### src/rtl/wb_rr_arbiter.sv
// Round-robin Wishbone classic arbiter: m_count masters share one slave port.
// The grant is held for the whole cyc burst; a per-strobe watchdog terminates
// stalled accesses with err so a dead slave cannot hang a master.
module wb_rr_arbiter #(
   parameter int unsigned m_count        = 2,
   parameter int unsigned adr_width      = 32,
   parameter int unsigned dat_width      = 32,
   parameter int unsigned sel_width      = dat_width / 8,
   parameter int unsigned timeout_cycles = 255
) (
   input  logic                           clock,
   input  logic                           reset,
   input  logic [m_count-1:0]             m_cyc,
   input  logic [m_count-1:0]             m_stb,
   input  logic [m_count-1:0]             m_we,
   input  logic [m_count*adr_width-1:0]   m_adr,
   input  logic [m_count*dat_width-1:0]   m_dat_w,
   input  logic [m_count*sel_width-1:0]   m_sel,
   output logic [m_count-1:0]             m_ack,
   output logic [m_count-1:0]             m_err,
   output logic [dat_width-1:0]           m_dat_r,
   output logic                           s_cyc,
   output logic                           s_stb,
   output logic                           s_we,
   output logic [adr_width-1:0]           s_adr,
   output logic [dat_width-1:0]           s_dat_w,
   output logic [sel_width-1:0]           s_sel,
   input  logic                           s_ack,
   input  logic                           s_err,
   input  logic [dat_width-1:0]           s_dat_r,
   output logic [m_count-1:0]             grant
);

   localparam int unsigned IW = (m_count > 1) ? $clog2(m_count) : 1;
   localparam int unsigned WW = (timeout_cycles > 1) ? $clog2(timeout_cycles + 1) : 1;

   localparam logic [0:0] IDLE = 1'b0;
   localparam logic [0:0] BUSY = 1'b1;

   logic [0:0]           state_q, state_d;
   logic [m_count-1:0]   grant_q, grant_d;
   logic [IW-1:0]        last_q, last_d;
   logic [WW-1:0]        wd_q, wd_d;

   logic                 busy;
   logic                 own_cyc, own_stb, own_we;
   logic [adr_width-1:0] own_adr;
   logic [dat_width-1:0] own_dat;
   logic [sel_width-1:0] own_sel;
   logic                 stalled, expire;

   assign busy = (state_q == BUSY);

   // Select the owning master's signals; last_q doubles as the owner index while busy
   always_comb begin
      own_cyc = 1'b0;
      own_stb = 1'b0;
      own_we  = 1'b0;
      own_adr = '0;
      own_dat = '0;
      own_sel = '0;
      for (int unsigned i = 0; i < m_count; i++) begin
         if (last_q == IW'(i)) begin
            own_cyc = m_cyc[i];
            own_stb = m_stb[i];
            own_we  = m_we[i];
            own_adr = m_adr[i*adr_width +: adr_width];
            own_dat = m_dat_w[i*dat_width +: dat_width];
            own_sel = m_sel[i*sel_width +: sel_width];
         end
      end
   end

   // Watchdog: a strobe that has waited timeout_cycles cycles is terminated with err;
   // a coinciding slave ack suppresses the expiry
   assign stalled = busy & own_cyc & own_stb & ~s_ack & ~s_err;
   assign expire  = (timeout_cycles != 0) && stalled &&
                    (wd_q == WW'(timeout_cycles - 1));

   // Slave-side mux, forced quiet while idle and stb withheld on the expiry cycle
   always_comb begin
      s_cyc   = busy & own_cyc;
      s_stb   = busy & own_stb & ~expire;
      s_we    = busy & own_we;
      s_adr   = busy ? own_adr : '0;
      s_dat_w = busy ? own_dat : '0;
      s_sel   = busy ? own_sel : '0;
      m_ack   = (busy & s_ack) ? grant_q : '0;
      m_err   = (busy & (s_err | expire)) ? grant_q : '0;
   end

   assign m_dat_r = s_dat_r;
   assign grant   = grant_q;

   // Arbitration, release and watchdog next-state
   always_comb begin
      state_d = state_q;
      grant_d = grant_q;
      last_d  = last_q;
      if (state_q == IDLE) begin
         // Scan last+1, last+2, ... so the most recent owner has lowest priority
         for (int unsigned off = 1; off <= m_count; off++) begin
            for (int unsigned j = 0; j < m_count; j++) begin
               if ((state_d == IDLE) && (j == (32'(last_q) + off) % m_count) && m_cyc[j]) begin
                  state_d    = BUSY;
                  grant_d    = '0;
                  grant_d[j] = 1'b1;
                  last_d     = IW'(j);
               end
            end
         end
      end else if (!own_cyc) begin
         state_d = IDLE;
         grant_d = '0;
      end
      if ((timeout_cycles == 0) || !stalled || expire) begin
         wd_d = '0;
      end else begin
         wd_d = wd_q + WW'(1);
      end
   end

   // State registers with asynchronous active-low reset
   always_ff @(posedge clock or negedge reset) begin
      if (!reset) begin
         state_q <= IDLE;
         grant_q <= '0;
         last_q  <= IW'(m_count - 1);
         wd_q    <= '0;
      end else begin
         state_q <= state_d;
         grant_q <= grant_d;
         last_q  <= last_d;
         wd_q    <= wd_d;
      end
   end

endmodule

### config.mk
export PLATFORM = sky130hd
export DESIGN_NAME = wb_rr_arbiter
export DESIGN_NICKNAME = d
export VERILOG_FILES = /design/src/rtl/wb_rr_arbiter.sv
export SDC_FILE = /design/constraint.sdc
export NUM_CORES = 1
export LEC_CHECK = 0
export CAP_MARGIN = 20
export CORE_AREA = 4 4 110 112
export CTS_BUF_LIST = sky130_fd_sc_hd__clkbuf_2 sky130_fd_sc_hd__clkbuf_4 sky130_fd_sc_hd__clkbuf_8
export DETAILED_ROUTE_END_ITERATION = 8
export DIE_AREA = 0 0 114 116
export PLACE_DENSITY_LB_ADDON = 0.05
export SYNTH_ARGS = -nofsm -noshare
export SYNTH_HDL_FRONTEND = slang
export SYNTH_SLANG_ARGS = --single-unit
### constraint.sdc
create_clock -name clock -period 1.7 [get_ports clock]
set_input_delay 0.34 -clock clock [delete_from_list [all_inputs] [get_ports clock]]
set_output_delay 0.34 -clock clock [all_outputs]
set_load 0.01 [all_outputs]
==> results of run 1 <==
==> worst paths after layout <==
| path | startpoint | end | depth (start not counted) |
|---|---|---|---|
| hold reg to reg | wd_q[1] | wd_q[1] | 2 |
| hold / removal | reset | wd_q[6] | 1 |
| setup reg to reg | last_q | grant[1] | 6 |
| min in group clock | wd_q[1] | wd_q[1] | 2 |
| max in group asynchronous | reset | last_q | 1 |
| setup / recovery | last_q | m_err[0] | 6 |
==> logic make-up after synthesis <==
family,Yosys count
AOI/OAI and AO/OA,19
xor gates and xnor gates,3
adders and majority gates,2
buffers and inverters,54
DFF,12
muxes,71
and+or+nand+nor,104
==> critical path, stage by stage (launching register included) <==
cell,delay (ns)
dfstp_4,0.67
mux2_4,0.18
nand4_1,0.11
buf_4,0.16
buf_6,0.11
o41ai_4,0.20
buf_2,0.18
==> through the flow <==
step	std cells	hold WS, ns
after floorplan	265	0.0444
after global placement	609	0.532
after detailed placement	609	0.545
after CTS	635	0.476
after global routing	644	0.502
final	644	0.452
==> what timing repair did <==
action | 4_1_cts | 5_1_grt
pin swaps | 5 | 13
cloned | 7 | 2
gates resized for setup | 307 | 18
setup endpoints to repair | 75 | 76
buffers inserted | 15 | 9
==> flip-flops by register name (all words and copies together), names as in the netlist <==
signal / flops
wd_q: 8
busy: 1
grant: 2
last_q: 1
==> per-layer routing <==
| metal | wire [um] | up-vias | part of all wire |
|---|---|---|---|
| li1 | - | 1353 | - |
| met1 | 4190 | 1221 | 0.37 |
| met2 | 6120 | 120 | 0.54 |
| met3 | 949 | 12 | 0.084 |
| met4 | 63 | 2 | 0.0056 |
| met5 | 13 | - | 0.0011 |
==> cell usage in the layout, fill, tap and decap left out, drive strengths merged, types with 3 or more instances in the layout <==
| master | n |
|---|---|
| inv | 3 |
| dlygate4sd2 | 3 |
| clkbuf | 7 |
| o21ai | 3 |
| nand3 | 7 |
| clkdlybuf4s50 | 148 |
| a31oi | 3 |
| dfrtp | 11 |
| buf | 129 |
| and3 | 3 |
| nor3 | 7 |
| nand2 | 6 |
| mux2i | 69 |
| nor2 | 72 |
| nand2b | 3 |
| a21oi | 5 |
==> where the power goes <==
part | internal (mW) | leakage [nW] | switching (mW)
Sequential | 0.344 | 0.160 | 0.0508
Clock | 0.205 | 0.0288 | 0.114
Combinational | 2.76 | 2.05 | 2.00
Total | 3.31 | 2.24 | 2.17
==> area by class of cell <==
class / count / area (um2) / area share
Clock buffer: 4 / 55.1 / 0.0118
Multi-Input combinational cell: 199 / 1410 / 0.304
Inverter: 3 / 11.3 / 0.00242
Timing Repair Buffer: 283 / 2680 / 0.577
Sequential cell: 12 / 305 / 0.0657
Tap cell: 143 / 179 / 0.0385
==> flow_metrics.py, run 1 <==
metrics = {
    "outcome": {
        "status": "finished with violations",
        "violations": "setup timing",
    },
    "routing": {
        "drtIter0Drc": 78,
        "avgViaCountPerCell": 4.20,
        "ant_nets": 0,
        "vias": 2708,
        "routedWlPerCell_um": 17.6,
        "totalWireLength_um": 11300,
        "route.detailed.drc": 0,
        "dr.pass1.iters": 4,
    },
    "worst_setup_path": {
        "cp_data_arrival_time_ns": 1.85,
        "path_class": "reg -> out",
        "regToRegSetupSlack_ns": 0.06,
        "cp.required_ns": 1.36,
        "cp-end-kind": "output port",
        "critPathMaxFanout": 5,
        "critPathLaunchType": "flip-flop",
    },
    "cts": {
        "cts.sinks": 12,
        "cts.path.max_buffers": 2,
        "path_clk_slew_ns": 0.06,
        "cts_buffers": 3,
        "hold_buffers": 0,
        "h-tree-depth": 1,
        "cts_root_buf": "clkbuf_8",
        "insertion_delay_ns": 0.24,
        "tritoncts": "done",
    },
    "power_and_ir_drop": {
        "irDropWorstVdd_uv": 461,
        "powerDensity_mw_per_mm2": 1180,
        "fin_total_pwr_mw": 5.48,
        "p_leak_nw": 2.24,
    },
    "sta": {
        "fmaxAchievable_ghz": 0.456,
        "rsz0062_at_grt": "true",
        "finalCriticalPeriod_ns": 2.19,
        "slew_viol_final": 0,
        "slew_headroom": 0.632,
        "fin_skew_ns": 0.00246,
        "period_share": 1.29,
        "hold_viol": 0,
        "worstMarginPinSlew_ns": 0.550,
        "setup_viol": 73,
        "fin_tns_setup_ns": -25.91,
        "setup_slack_ns": -0.492,
    },
    "grt": {
        "grt_pass1_vias": 2794,
        "grt_util_met2": 0.285,
        "antenna_found_initial": 1,
        "grt_pass1_wl_um": 16000,
        "grt_remaining_overflow": 0,
        "grt_max_degree": 47,
        "busiest_layer": "met2",
        "grt.met1_usage": 0.174,
        "grt_usage": 0.155,
        "gr-usage-met3": 0.0595,
    },
    "placed_design": {
        "dpl.hpwl_um": 8820,
        "io_buffers": 222,
        "place_area_mm2": 0.00437,
        "gp_congestion": 0.763,
        "dp_slack_ns": -0.805,
    },
    "die": {
        "start_util": 0.179,
        "rows": 39,
        "die_y_um": 116,
        "coreArea_mm2": 0.0112,
        "die_x_um": 114,
        "io_pins": 287,
        "dieArea_mm2": 0.0132,
    },
    "finish": {
        "fin_nets": 682,
        "syn2layout_area_growth_pct": 131,
        "drive_gt1_frac": 0.297,
        "fillCellCount": 1156,
        "finish.utilization": 0.414,
        "antenna_cells": 0,
        "fin_area_mm2": 0.00465,
    },
    "logic_synthesis": {
        "yosys_most_used_dff": "dfrtp_1",
        "synthSimpleGateAreaFrac": 0.224,
        "netlist_instances": 265,
        "synth_xor_xnor_area_share": 0.0131,
        "synthTopCellsByCount": "72 x nor2_1, 69 x mux2i_1, 37 x buf_4",
        "synth_top_family_by_area": "multiplexers",
        "synth-warning-count": 0,
        "synthAdderAreaFrac": 0.0125,
        "avgSynthCellArea_um2": 7.58,
        "ys_top_cells_by_area": "mux2i_1 34%, buf_4 14%, dfrtp_1 14%",
        "synth.top_cell.area_share": 0.344,
        "yosysSeqAreaShare": 0.150,
        "syn_nets": 445,
        "async_flop_share": 1.00,
        "synthMuxAreaShare": 0.355,
        "synth_compound_area_frac": 0.0710,
        "synth_largest_area_cell": "mux2i_1",
        "synth_edf_count": 0,
        "syn_area_mm2": 0.00201,
        "yosysMostFrequentCell": "nor2_1",
        "synth.distinct_cells": 34,
        "ys_seq_elements": 12,
    },
    "min_path": {
        "hold_class": "in -> async",
    },
    "flow_run": {
        "maxCapViolCount": 0,
    },
}
(Power assumes the default switching activity.)
==> inputs of run 2 (changes only) <==
MAX_ROUTING_LAYER = met4   (was default)
==> run 2 against run 1 <==
Effect of this change:
- the flow still finishes with violations (setup timing)
- hold slack barely moved
- utilization about the same
- non-clock buffer count stayed put
- register-to-register slack is essentially flat
- setup slack got worse by 0.0011 ns
==> flow_metrics.py, run 2 (synthesis results as in run 1) <==
metrics = {
    "cts": {
        "cts.sinks": 12,
        "path_clk_slew_ns": 0.06,
        "cts.path.max_buffers": 2,
        "insertion_delay_ns": 0.24,
        "hold_buffers": 0,
        "cts_buffers": 3,
        "h-tree-depth": 1,
        "cts_root_buf": "clkbuf_8",
        "tritoncts": "done",
    },
    "routing": {
        "routedWlPerCell_um": 17.7,
        "totalWireLength_um": 11400,
        "route.detailed.drc": 0,
        "avgViaCountPerCell": 4.22,
        "dr.pass1.iters": 4,
        "ant_nets": 0,
        "vias": 2719,
        "drtIter0Drc": 90,
    },
    "grt": {
        "grt_usage": 0.160,
        "antenna_found_initial": 0,
        "grt_pass1_vias": 2815,
        "grt_pass1_wl_um": 15900,
        "grt_max_degree": 47,
        "grt_remaining_overflow": 0,
    },
    "sta": {
        "hold_viol": 0,
        "setup_viol": 73,
        "slew_headroom": 0.632,
        "finalCriticalPeriod_ns": 2.19,
        "rsz0062_at_grt": "true",
        "slew_viol_final": 0,
        "setup_slack_ns": -0.493,
        "fin_skew_ns": 0.00244,
        "worstMarginPinSlew_ns": 0.550,
        "fmaxAchievable_ghz": 0.456,
        "period_share": 1.29,
    },
    "outcome": {
        "violations": "setup timing",
        "status": "finished with violations",
    },
    "worst_setup_path": {
        "cp_slowest_cell": "dfstp_4",
        "cp.required_ns": 1.36,
        "path_class": "reg -> out",
        "critPathLaunchType": "flip-flop",
        "crit_chain": "mux2_4, nand4_1, buf_4, buf_6, o41ai_4, buf_2",
        "cp-end-kind": "output port",
        "critPathMaxFanout": 5,
        "slowest_delay_ns": 0.67,
        "cp_data_arrival_time_ns": 1.85,
    },
    "power_and_ir_drop": {
        "irDropWorstVdd_uv": 458,
        "powerDensity_mw_per_mm2": 1180,
        "p_leak_nw": 2.24,
    },
    "placed_design": {
        "dp.cells": 609,
        "gp_congestion": 0.773,
        "dpl.hpwl_um": 8820,
        "io_buffers": 222,
    },
    "finish": {
        "largest_register_ffs": 8,
        "drive_gt1_frac": 0.297,
        "syn2layout_area_growth_pct": 131,
        "fin_nets": 682,
        "fin_cells": 644,
        "antenna_cells": 0,
        "finish.utilization": 0.414,
        "layout_common_cells": "148 x clkdlybuf4s50_1, 72 x nor2_1, 68 x buf_2",
        "final_common_cell": "clkdlybuf4s50_1",
        "top_register": "wd_q",
    },
    "die": {
        "die_x_um": 114,
        "rows": 39,
        "die_y_um": 116,
        "io_pins": 287,
        "dieArea_mm2": 0.0132,
        "coreArea_mm2": 0.0112,
        "start_util": 0.179,
    },
    "flow_run": {
        "maxCapViolCount": 0,
    },
    "min_path": {
        "hold_class": "in -> async",
    },
}
run 2: cell counts in the layout (fill, tap and decap cells not counted):
No cell type changed its count.
run 2: path summary, 6_finish.rpt:
path	start	endpoint	slack [ns]	cells after the start
min in group clock	wd_q[1]	wd_q[1]	0.55	2
min	reset	wd_q[6]	0.45	1
max in group asynchronous	reset	last_q	0.88	1
max reg2reg	last_q	grant[1]	0.05	6
min reg2reg	wd_q[1]	wd_q[1]	0.55	2
max	last_q	m_err[0]	-0.49	6
run 2: cell type report:
type	count	area, um2
sequential	12	305
multi-input combinational	199	1410
inverter	3	11.3
clock buffer	4	55.1
tap	143	179
timing repair buffer	283	2680
fill	1162	6580
run 2: metrics by stage:
| stage | power [mW] | hold slack [ns] | instance area [um2] | setup WS [ns] | setup TNS [ns] |
|---|---|---|---|---|---|
| after detailed placement | 4.27 | 0.545 | 4370 | -0.805 | -35.13 |
| after CTS | 5.23 | 0.476 | 4510 | -0.520 | -26.05 |
| after global routing | 5.82 | 0.502 | 4640 | -0.583 | -31.41 |
| after floorplan | 2.30 | 0.0444 | 2030 | 0.0246 | 0 |
| final | 5.47 | 0.452 | 4640 | -0.493 | -26.05 |
| after global placement | 4.29 | 0.532 | 4370 | -0.798 | -35.19 |
run 2: what timing repair did:
action	CTS	global route
pin swaps	5	15
gates cloned	7	2
resized for setup	307	20
buffers inserted	15	9
endpoints found under the setup margin	75	76
run 2: power by group:
group	switching [mW]	leakage (nW)	internal [mW]	total (mW)
Clock	0.114	0.0288	0.205	0.319
Combinational	2.01	2.05	2.74	4.76
Sequential	0.0510	0.160	0.344	0.395
run 2: routing by layer:
layer,global-route usage,wire length (um),up-vias
met5,-,0,-
met4,0.0222,72,0
met3,0.0397,743,10
met2,0.285,6120,120
met1,0.186,4450,1234
li1,-,-,1355
run 2: critical path: cells and delay by family (launching register included):
kind / cells / cell delay, ns
compound gates: 1 / 0.20
buf+inv: 3 / 0.45
flops: 1 / 0.67
mux: 1 / 0.18
simple gates: 1 / 0.11
